<file path="config.mk">
export PLATFORM = sky130hd
export DESIGN_NAME = seq_product_divider
export DESIGN_NICKNAME = d
export VERILOG_FILES = /design/src/rtl/seq_product_divider.sv
export SDC_FILE = /design/constraint.sdc
export NUM_CORES = 1
export LEC_CHECK = 0
export CORE_MARGIN = 4
export CORE_UTILIZATION = 39
export DETAILED_ROUTE_END_ITERATION = 10
export GPL_TIMING_DRIVEN = 0
export PLACE_DENSITY = 0.67
export SETUP_SLACK_MARGIN = 0.15
export SLEW_MARGIN = 40
export SYNTH_ARGS = -nofsm -noshare
export SYNTH_HDL_FRONTEND = slang
export SYNTH_SLANG_ARGS = --single-unit
</file>
<file path="constraint.sdc">
create_clock -name clk -period 2.64 [get_ports clk]
set_input_delay 0.264 -clock clk [delete_from_list [all_inputs] [get_ports clk]]
set_output_delay 0.264 -clock clk [all_outputs]
set_load 0.02 [all_outputs]
</file>
<file path="src/rtl/seq_product_divider.sv">
// Sequential restoring divider: Q = P / B, R = P % B, one quotient bit per clock.
// Define DIVIDER_SELF_CHECK_EN to add a registered q*b+r == p check (one extra cycle latency).
module seq_product_divider #(
  parameter int unsigned WB = 2,
  parameter int unsigned WP = 4
) (
  input  logic          clk,
  input  logic          rst_n,
  input  logic          in_valid,
  output logic          in_ready,
  input  logic [WP-1:0] p_in,
  input  logic [WB-1:0] b_in,
  output logic          out_valid,
  input  logic          out_ready,
  output logic [WP-1:0] q_out,
  output logic [WB-1:0] r_out,
  output logic          div_by_zero,
  output logic          exact,
  output logic          check_err
);

  localparam int unsigned CW = (WP > 1) ? $clog2(WP) : 1;

  typedef enum logic [1:0] {StIdle, StBusy, StDone, StCheck} state_e;

  state_e        state_q, state_d;
  logic [WP-1:0] dvd_q, dvd_d;
  logic [WB-1:0] dvs_q, dvs_d;
  logic [WB:0]   rem_q, rem_d;
  logic [WP-1:0] quo_q, quo_d;
  logic [CW-1:0] cnt_q, cnt_d;
  logic          in_ready_q, in_ready_d;
  logic          out_valid_q, out_valid_d;
  logic [WP-1:0] q_out_q, q_out_d;
  logic [WB-1:0] r_out_q, r_out_d;
  logic          dbz_q, dbz_d;
  logic          exact_q, exact_d;

  logic [WB:0]   rem_next, rem_sel;
  logic [WP-1:0] quo_next;
  logic          qbit;

`ifdef DIVIDER_SELF_CHECK_EN
  logic [WP-1:0]    p_q, p_d;
  logic             check_err_q, check_err_d;
  logic [WP+WB-1:0] recon;

  assign recon = (WP+WB)'(quo_q) * (WP+WB)'(dvs_q) + (WP+WB)'(rem_q);
`endif

  // Shifting left in WB+1 bits drops rem's top bit, which is always 0 after a step.
  always_comb begin
    rem_next = (rem_q << 1) | {{WB{1'b0}}, dvd_q[WP-1]};
    qbit     = (rem_next >= {1'b0, dvs_q});
    rem_sel  = qbit ? (rem_next - {1'b0, dvs_q}) : rem_next;
    quo_next = (quo_q << 1) | {{(WP-1){1'b0}}, qbit};
  end

  always_comb begin
    state_d     = state_q;
    dvd_d       = dvd_q;
    dvs_d       = dvs_q;
    rem_d       = rem_q;
    quo_d       = quo_q;
    cnt_d       = cnt_q;
    in_ready_d  = in_ready_q;
    out_valid_d = out_valid_q;
    q_out_d     = q_out_q;
    r_out_d     = r_out_q;
    dbz_d       = dbz_q;
    exact_d     = exact_q;
`ifdef DIVIDER_SELF_CHECK_EN
    p_d         = p_q;
    check_err_d = check_err_q;
`endif
    unique case (state_q)
      StIdle: begin
        if (in_valid) begin
          dvd_d      = p_in;
          dvs_d      = b_in;
          rem_d      = '0;
          quo_d      = '0;
          in_ready_d = 1'b0;
`ifdef DIVIDER_SELF_CHECK_EN
          p_d        = p_in;
`endif
          if (b_in == '0) begin
            state_d     = StDone;
            out_valid_d = 1'b1;
            q_out_d     = '1;
            r_out_d     = p_in[WB-1:0];
            dbz_d       = 1'b1;
            exact_d     = 1'b0;
          end else begin
            state_d = StBusy;
            cnt_d   = CW'(WP - 1);
          end
        end
      end
      StBusy: begin
        dvd_d = dvd_q << 1;
        rem_d = rem_sel;
        quo_d = quo_next;
        if (cnt_q == '0) begin
`ifdef DIVIDER_SELF_CHECK_EN
          state_d = StCheck;
`else
          state_d     = StDone;
          out_valid_d = 1'b1;
          q_out_d     = quo_next;
          r_out_d     = rem_sel[WB-1:0];
          exact_d     = (rem_sel[WB-1:0] == '0);
`endif
        end else begin
          cnt_d = cnt_q - 1'b1;
        end
      end
      StCheck: begin
        state_d     = StDone;
        out_valid_d = 1'b1;
        q_out_d     = quo_q;
        r_out_d     = rem_q[WB-1:0];
        exact_d     = (rem_q[WB-1:0] == '0);
`ifdef DIVIDER_SELF_CHECK_EN
        check_err_d = (recon != (WP+WB)'(p_q));
`endif
      end
      StDone: begin
        if (out_ready) begin
          state_d     = StIdle;
          in_ready_d  = 1'b1;
          out_valid_d = 1'b0;
          q_out_d     = '0;
          r_out_d     = '0;
          dbz_d       = 1'b0;
          exact_d     = 1'b0;
`ifdef DIVIDER_SELF_CHECK_EN
          check_err_d = 1'b0;
`endif
        end
      end
      default: state_d = StIdle;
    endcase
  end

  always_ff @(posedge clk or negedge rst_n) begin
    if (!rst_n) begin
      state_q     <= StIdle;
      dvd_q       <= '0;
      dvs_q       <= '0;
      rem_q       <= '0;
      quo_q       <= '0;
      cnt_q       <= '0;
      in_ready_q  <= 1'b1;
      out_valid_q <= 1'b0;
      q_out_q     <= '0;
      r_out_q     <= '0;
      dbz_q       <= 1'b0;
      exact_q     <= 1'b0;
`ifdef DIVIDER_SELF_CHECK_EN
      p_q         <= '0;
      check_err_q <= 1'b0;
`endif
    end else begin
      state_q     <= state_d;
      dvd_q       <= dvd_d;
      dvs_q       <= dvs_d;
      rem_q       <= rem_d;
      quo_q       <= quo_d;
      cnt_q       <= cnt_d;
      in_ready_q  <= in_ready_d;
      out_valid_q <= out_valid_d;
      q_out_q     <= q_out_d;
      r_out_q     <= r_out_d;
      dbz_q       <= dbz_d;
      exact_q     <= exact_d;
`ifdef DIVIDER_SELF_CHECK_EN
      p_q         <= p_d;
      check_err_q <= check_err_d;
`endif
    end
  end

  assign in_ready    = in_ready_q;
  assign out_valid   = out_valid_q;
  assign q_out       = q_out_q;
  assign r_out       = r_out_q;
  assign div_by_zero = dbz_q;
  assign exact       = exact_q;
`ifdef DIVIDER_SELF_CHECK_EN
  assign check_err   = check_err_q;
`else
  assign check_err   = 1'b0;
`endif

endmodule

</file>
After elaboration in Yosys (flattened, before gate mapping)
Cells that the tools add are included.

operators by class
  add/sub/neg operators = 2
  $lt $le $gt $ge = 1
  equal/unequal tests = 9
  multiplexer cells = 38
  bitwise gates (word level) = 2
  reductions and logical operators = 14

operators with widths
  operator                                          count
  two-way mux 2 bit                                 12
  two-way mux 4 bit                                 6
  case mux 2 bit (4 select lines)                   2
  case mux 4 bit (2 select lines)                   2
  case mux 4 bit (4 select lines)                   1
  inequality test 2 bit, second input constant      6
  AND reduction 4 bit                               3
  zero test 2 bit                                   5
  two-way mux 1 bit                                 9
  case mux 1 bit (4 select lines)                   2
  case mux 2 bit (2 select lines)                   2
  AND reduction 3 bit                               2
  == test 2 bit, second input constant              2
  bitwise OR 4 x 1 -> 4 bit                         1
  case mux 1 bit (2 select lines)                   2
  AND reduction 2 bit                               2
  nonzero test 2 bit                                2
  >= comparator 3 x 2 -> 1 bit                      1
  bitwise OR 3 x 1 -> 3 bit                         1
  == test 2 x 1 -> 1 bit, second input constant     1
  subtractor 2 x 1 -> 2 bit, second input constant  1
  subtractor 2 bit                                  1

storage, ports and cells
  flip-flop bits (word level) = 26
  bits of input ports = 10

Logic depth before layout (Yosys ltp)
Gate-level depths: netlist of the first run.

  word-level depth = 6
  depth in mapped cells = 6

Worst setup path after synthesis of the first run
Ideal clock, no wire load.

  kind = reg2reg
  from = register rem_q[0]
  to = register r_out_q[1] (netlist: r_out[1])
  setup time = 0.139 ns
  data arrival time = 1.446 ns
  slack = 1.055 ns
  stages on the path, launching flop included = 6
  path buffers = 0
  cell sequence = dfrtp_1 > ha_1 > a2111oi_0 > a211oi_1 > a22oi_1 > a31oi_1

between the ends
  longest elaborated chain between the ends = 5
  elaborated cells on any way between the ends = 6
  classes of those cells = add/sub (1); order compare (1); mux (3); bitwise (1)

ends and longest elaborated chain
  item                                                              RTL line  text
  start, declared                                                   29        logic [WB:0] rem_q, rem_d;
  start signal, assigned                                            168       rem_q <= rem_d;
  bitwise OR 3 x 1 -> 3 bit *                                       53        rem_next = (rem_q << 1) | {{WB{1'b0}}, dvd_q[WP-1]};
  >= comparator 3 x 2 -> 1 bit or subtractor 2 bit (tied branches)  54, 55
  two-way mux 2 bit *                                               55        rem_sel = qbit ? (rem_next - {1'b0, dvs_q}) : rem_next;
  two-way mux 2 bit *                                               104       if (cnt_q == '0) begin
  case mux 2 bit (4 select lines) *                                 76        unique case (state_q)
  end signal, assigned                                              174       r_out_q <= r_out_d;
  end, declared                                                     35        logic [WB-1:0] r_out_q, r_out_d;

Every way passes the cells marked *; elsewhere a longest branch is shown, timed or not. The select of a mux whose other input is x is not followed.
A chain may end at the register's enable or synchronous reset.

Final worst setup path of the first run
Same ends and word-level chain as after synthesis.

==> results.py, run 1 <==
metrics = {
    "status": {
        "status": "finished clean",
    },
    "route": {
        "detailedRoute.firstIterationViolations": 36,
        "wl_per_cell_um": 14.2,
        "drt_drc_violations_left": 0,
        "number_of_search_and_repair_iterations_in_the_first_detailed_routing_pass": 4,
        "route.final.wire_length_um": 2840,
        "route.vias.total": 1059,
        "via_per_inst": 5.30,
        "final_antenna_net_count": 0,
    },
    "setup_path": {
        "cp_data_required_time_ns": 2.84,
        "setup.worst_path.end_class": "register",
        "worst_r2r_path_depth": 5,
        "timing.setup.critical_path_class": "reg2reg",
        "r2r_slack_ns": 0.85,
        "crit_path_max_fanout": 5,
        "critical_path_arrival_ns": 1.99,
        "startpoint_kind_of_the_worst_setup_timing_path": "register",
    },
    "hold_path": {
        "min-delay-path-class": "in2reg",
        "hold_depth": 4,
    },
    "synthesis": {
        "synth_cell_area_um2": 1350,
        "synth_cell_types": 40,
        "synth_enable_flop_cells": 0,
        "avgSynthCellArea_um2": 10.3,
        "syn_nets": 144,
        "yosys_warnings": 0,
        "netlist_instances": 131,
        "synth_async_sr_flop_share": 1.00,
        "synth_seq_cells": 26,
        "postSynth.topFlopCell": "sky130_fd_sc_hd__dfrtp_1",
        "synth_seq_area_share": 0.483,
    },
    "sta": {
        "setup_violations": 0,
        "worst-slew-pin-transition_ns": 0.613,
        "setup-tns-final_ns": 0,
        "finalCriticalPeriod_ns": 1.79,
        "final.setup_skew_ns": 0.00863,
        "rsz0062_at_grt": "false",
        "hold_violations": 0,
        "max_slew_margin": 0.588,
        "fmax_ghz": 0.557,
        "post-route-period-util": 0.680,
        "timing.final.max_slew_violations": 0,
    },
    "cts": {
        "tritoncts_num_sinks": 26,
        "cts_resized": 0,
        "cts_buffers": 3,
        "cts_max_level": 1,
        "cts.reportedPaths.clkPinSlew_ns": 0.14,
        "clk_root_buffer_cell": "sky130_fd_sc_hd__clkbuf_4",
        "cts_tree": "yes",
        "post_cts_repair_timing_setup_buffer_count": 0,
        "clock_path_buffers": 2,
        "insertion_delay_ns": 0.32,
    },
    "grt": {
        "grt_antenna_before_repair": 0,
        "largest_net_degree_at_the_start_of_global_routing": 27,
        "grt_util_all_layers": 0.148,
        "vias_in_the_first_global_route": 1101,
        "grt_first_pass_wirelength_um": 5020,
        "grt_overflow": 0,
    },
    "layout": {
        "syn_to_final_growth_pct": 19.9,
        "ant_cells": 0,
        "drive_above_1_share": 0.136,
        "final_cell_mix": "25 x sky130_fd_sc_hd__dfrtp_1, 17 x sky130_fd_sc_hd__clkdlybuf4s50_1, 13 x sky130_fd_sc_hd__o21ai_0, 11 x sky130_fd_sc_hd__nand2_1, 8 x sky130_fd_sc_hd__nor2_1",
        "nNetsFinal": 168,
        "mostFrequentLayoutCell": "sky130_fd_sc_hd__dfrtp_1",
    },
    "floorplan": {
        "core-area_um2": 3340,
        "fp.dieH_um": 66.8,
        "ios": 21,
        "die_w_um": 66.8,
        "placement_rows": 21,
        "start_util": 0.405,
        "die_area_um2": 4470,
    },
    "placement": {
        "finalWeightedCongestion": 0.807,
        "io_buffer_count": 18,
        "post-dp-hpwl_um": 2120,
    },
    "power_and_ir_drop": {
        "cellPowerDensity_nw_per_um2": 1230,
        "leakagePower_nw": 0.707,
        "share_clk_of_total_power": 0.087,
        "vdd_ir_drop_max_uv": 577,
        "comb_power_share": 0.561,
        "power_switching_share": 0.413,
        "design_power_total_w": 0.00199,
        "internal-power_w": 0.00117,
        "sequentialPowerShare": 0.352,
        "reported_net_switching_power_w": 0.000821,
    },
    "job": {
        "max_cap_viol_count": 0,
    },
}
[flip-flops by register name, summed over array words and instances (netlist names), 2 cells and up]
signal / flops
dvd_q: 4
q_out: 4
quo_q: 4
cnt_q: 2
dvs_q: 2
r_out: 2
rem_q: 2
state_q: 2
[per-layer routing]
metal / wire, um / track usage / part of all wire
met5: 0 / 0 / 0
met4: 19 / 0.0228 / 0.0067
met3: 174 / 0.0422 / 0.061
met2: 1350 / 0.255 / 0.48
met1: 1290 / 0.185 / 0.45
[critical path, stage by stage (launching register included)]
cell,delay [ns]
sky130_fd_sc_hd__dfrtp_1,0.46
sky130_fd_sc_hd__ha_1,0.36
sky130_fd_sc_hd__a2111oi_0,0.42
sky130_fd_sc_hd__a211oi_1,0.13
sky130_fd_sc_hd__a22oi_1,0.20
sky130_fd_sc_hd__a31oi_1,0.12
[per-stage QoR]
| step | std cells | hold slack (ns) | util | setup WS, ns | area (um2) |
|---|---|---|---|---|---|
| 4_1_cts | 200 | 0.320 | 0.485 | 0.849 | 1620 |
| 3_3_place_gp | 195 | 0.467 | 0.476 | 0.668 | 1590 |
| 5_1_grt | 200 | 0.368 | 0.485 | 0.644 | 1620 |
| 3_5_place_dp | 195 | 0.304 | 0.474 | 0.652 | 1580 |
| 6_report | 200 | 0.341 | 0.485 | 0.846 | 1620 |
| 2_1_floorplan | 131 | -0.0316 | - | 1.05 | 1350 |
[repair_timing]
action / in CTS / in global routing
endpoints found under the hold margin: 25 / 0
hold buffers: 1 / 0
endpoints found under the setup margin: 0 / 0
[synth_stat cells, drive strengths merged (2+ instances only)]
cell	number	area, um2
a22o	4	35.0
inv	7	26.3
nand3	4	20.0
a21oi	5	25.0
mux2	6	82.6
o21ai	14	70.1
nand2b	3	18.8
o31ai	2	15.0
nor2	9	36.3
dfrtp	25	626
buf	5	32.5
a22oi	4	30.0
a2bb2oi	2	35.0
nor2b	6	37.5
nand2	11	41.3
ha	3	37.5
a31oi	4	25.0
[cell type report]
cell class	instances	area [um2]
buffer	6	36.3
clock buffer	4	26.3
fill	333	1720
inverter	7	26.3
multi-input combinational	92	636
sequential	26	652
tap	46	57.6
timing repair buffer	19	185
[path summary, 6_finish.rpt]
path                          start  endpoint
max                        rem_q[0]  r_out[1]
min                        in_valid  in_ready
max reg2reg                rem_q[0]  r_out[1]
min reg2reg                r_out[0]  r_out[0]
max in group asynchronous     rst_n  dvd_q[2]
min in group asynchronous     rst_n  r_out[0]
[power groups by stage]
stage	registers [W]	clock network [W]	logic (W)
2_1_floorplan	0.000776	0	0.000706
3_3_place_gp	0.000704	0	0.00108
3_5_place_dp	0.000712	0	0.00112
4_1_cts	0.000702	0.000184	0.00113
5_1_grt	0.000729	0.000197	0.00125
6_report	0.000701	0.000172	0.00112
[cells by family after synthesis]
| logic type | Yosys count | share of synthesized area |
|---|---|---|
| fa+ha+maj | 3 | 0.0278 |
| simple gates | 39 | 0.156 |
| mux | 6 | 0.0612 |
| other cells | 1 | 0.00278 |
| buf+inv | 13 | 0.0463 |
| compound gates | 43 | 0.223 |
| flops | 26 | 0.483 |
Power figures use the tool's default switching activity.
==> run 2: changes to the inputs <==
clock period = 1.8 ns   (was 2.64 ns; I/O delays follow)
==> run 2 against run 1 <==
Effect of this change:
- final cell count rose by 2.5%
- critical path type unchanged
- fmax grew 8.8%
- sequential share of layout area is 2.9 points lower
- register-to-register slack got worse by 0.69 ns
- die area unchanged
- non-clock buffer count rose by 5
- count of clock-buffer cells in the layout unchanged
- clock power grew 51%
- global-route usage increased by 0.50 points
- sequential power rose by 48%
- total power rose by 69%
- wire length grew 11%
==> results.py, run 2 (same netlist as run 1, synthesis figures left out) <==
metrics = {
    "layout": {
        "nNetsFinal": 173,
        "ant_cells": 0,
        "syn_to_final_growth_pct": 29.3,
        "drive_above_1_share": 0.220,
        "final_cell_mix": "25 x sky130_fd_sc_hd__dfrtp_1, 16 x sky130_fd_sc_hd__clkdlybuf4s50_1, 13 x sky130_fd_sc_hd__o21ai_0, 11 x sky130_fd_sc_hd__nand2_1, 8 x sky130_fd_sc_hd__nor2_1",
        "mostFrequentLayoutCell": "sky130_fd_sc_hd__dfrtp_1",
        "layout.core_utilization": 0.523,
        "num-fill-cells": 314,
        "finish.instance_area_um2": 1750,
    },
    "setup_path": {
        "reg2reg_end": "r_out[1]",
        "worstReg2RegStart": "dvd_q[3]",
        "timing.critical_path.slowest_cell_delay_ns": 0.41,
        "crit_path_max_fanout": 3,
        "startpoint_kind_of_the_worst_setup_timing_path": "register",
        "timing.setup.critical_path_class": "reg2reg",
        "crit_slowest_cell": "sky130_fd_sc_hd__dfrtp_1",
        "worst-path-buf-inv": 1,
        "worst_r2r_path_depth": 6,
        "cp_data_required_time_ns": 2.02,
        "timing.critical_path.max_delay_family": "compound AO/OA/AOI/OAI gates",
        "worstPathCellList": "inv_1 > ha_4 > a2111oi_4 > a211oi_2 > a22oi_1 > a31oi_1",
        "critical_path_arrival_ns": 1.87,
        "setup.worst_path.end_class": "register",
        "r2r_slack_ns": 0.15,
    },
    "route": {
        "final_antenna_net_count": 0,
        "route.final.wire_length_um": 3130,
        "via_per_inst": 5.30,
        "drt_drc_violations_left": 0,
        "detailedRoute.firstIterationViolations": 51,
        "number_of_search_and_repair_iterations_in_the_first_detailed_routing_pass": 4,
        "route.vias.total": 1086,
        "wl_per_cell_um": 15.3,
    },
    "sta": {
        "setup_violations": 0,
        "worst-slew-pin-transition_ns": 0.662,
        "hold_violations": 0,
        "rsz0062_at_grt": "true",
        "fmax_ghz": 0.606,
        "finalCriticalPeriod_ns": 1.65,
        "timing.final.max_slew_violations": 0,
        "max_slew_margin": 0.556,
        "post-route-period-util": 0.916,
        "final.setup_skew_ns": 0.0105,
    },
    "placement": {
        "post-dp-hpwl_um": 2120,
        "postPlaceCellArea_um2": 1580,
        "finalWeightedCongestion": 0.807,
        "io_buffer_count": 18,
    },
    "cts": {
        "tritoncts_num_sinks": 26,
        "cts.reportedPaths.clkPinSlew_ns": 0.14,
        "cts_max_level": 1,
        "insertion_delay_ns": 0.33,
        "cts_buffers": 3,
        "clock_path_buffers": 2,
        "cts_tree": "yes",
        "clk_root_buffer_cell": "sky130_fd_sc_hd__clkbuf_4",
    },
    "power_and_ir_drop": {
        "vdd_ir_drop_max_uv": 918,
        "cellPowerDensity_nw_per_um2": 1920,
        "leakagePower_nw": 0.745,
        "design_power_total_w": 0.00335,
    },
    "grt": {
        "vias_in_the_first_global_route": 1124,
        "grt_util_all_layers": 0.153,
        "grt_overflow": 0,
        "largest_net_degree_at_the_start_of_global_routing": 27,
        "grt_antenna_before_repair": 0,
        "grt_first_pass_wirelength_um": 5180,
    },
    "floorplan": {
        "die_area_um2": 4470,
        "placement_rows": 21,
        "start_util": 0.405,
        "fp.dieH_um": 66.8,
        "core-area_um2": 3340,
        "die_w_um": 66.8,
        "ios": 21,
    },
    "hold_path": {
        "holdCritStartpoint": "in_valid",
        "hold_depth": 4,
        "min-delay-path-class": "in2reg",
        "hold-path-endpoint": "in_ready",
    },
    "job": {
        "max_cap_viol_count": 0,
    },
    "status": {
        "status": "finished clean",
    },
}
-- run 2: cell count changes in the layout (fill, tap and decap cells not counted), sizes merged --
cell / change
buf: +5
clkdlybuf4s50: -1
dlygate4sd2: +1
-- run 2: layer usage --
metal  up-vias  track usage  part of all wire
met2        38        0.261              0.49
li1        525            -                 -
met5         -            0                 0
met1       521        0.194              0.45
met3         2       0.0422             0.057
met4         0       0.0254            0.0038
-- run 2: worst max-delay path by stage --
stage              from        to  slack [ns]  cells past startpoint
4_1_cts        dvs_q[1]  r_out[1]        0.12                      6
5_1_grt        dvd_q[3]  r_out[1]         0.1                      6
3_5_place_dp    b_in[1]  q_out[3]       -0.10                      4
3_3_place_gp    b_in[1]  q_out[3]       -0.09                      4
6_report       dvd_q[3]  r_out[1]        0.15                      6
2_1_floorplan  rem_q[0]  r_out[1]        0.21                      5
-- run 2: cell type report --
class	instances	area, um2	area share
buffer	6	36.3	0.0208
timing repair buffer	24	234	0.134
sequential	26	652	0.373
multi-input combinational	92	713	0.409
tap	46	57.6	0.0330
clock buffer	4	26.3	0.0151
inverter	7	26.3	0.0151
-- run 2: power by group --
group | switching [W] | internal [W]
combinational | 0.00103 | 0.00102
sequential | 0.000190 | 0.000851
clock | 0.000173 | 0.0000869
-- run 2: through the flow --
stage | setup TNS, ns | hold WS, ns | setup WS (ns) | std cells
floorplan | 0 | -0.116 | 0.215 | 131
global placement | -0.405 | 0.467 | -0.0880 | 195
detailed placement | -0.518 | 0.220 | -0.104 | 195
CTS | 0 | 0.236 | 0.115 | 203
global route | 0 | 0.283 | 0.0973 | 205
finish | 0 | 0.255 | 0.151 | 205
-- run 2: repair_timing --
action	4_1_cts	5_1_grt
hold buffers	1	0
pin swaps	0	4
setup buffers	3	2
gates resized for setup	7	7
setup endpoints to repair	9	8
endpoints found under the hold margin	25	0
-- run 2: worst register-to-register path, delay by kind of cell (launching register included) --
kind	cells	cell delay, ns
AOI/OAI and AO/OA	4	0.83
adders and majority gates	1	0.23
buffers and inverters	1	0.10
DFF	1	0.41
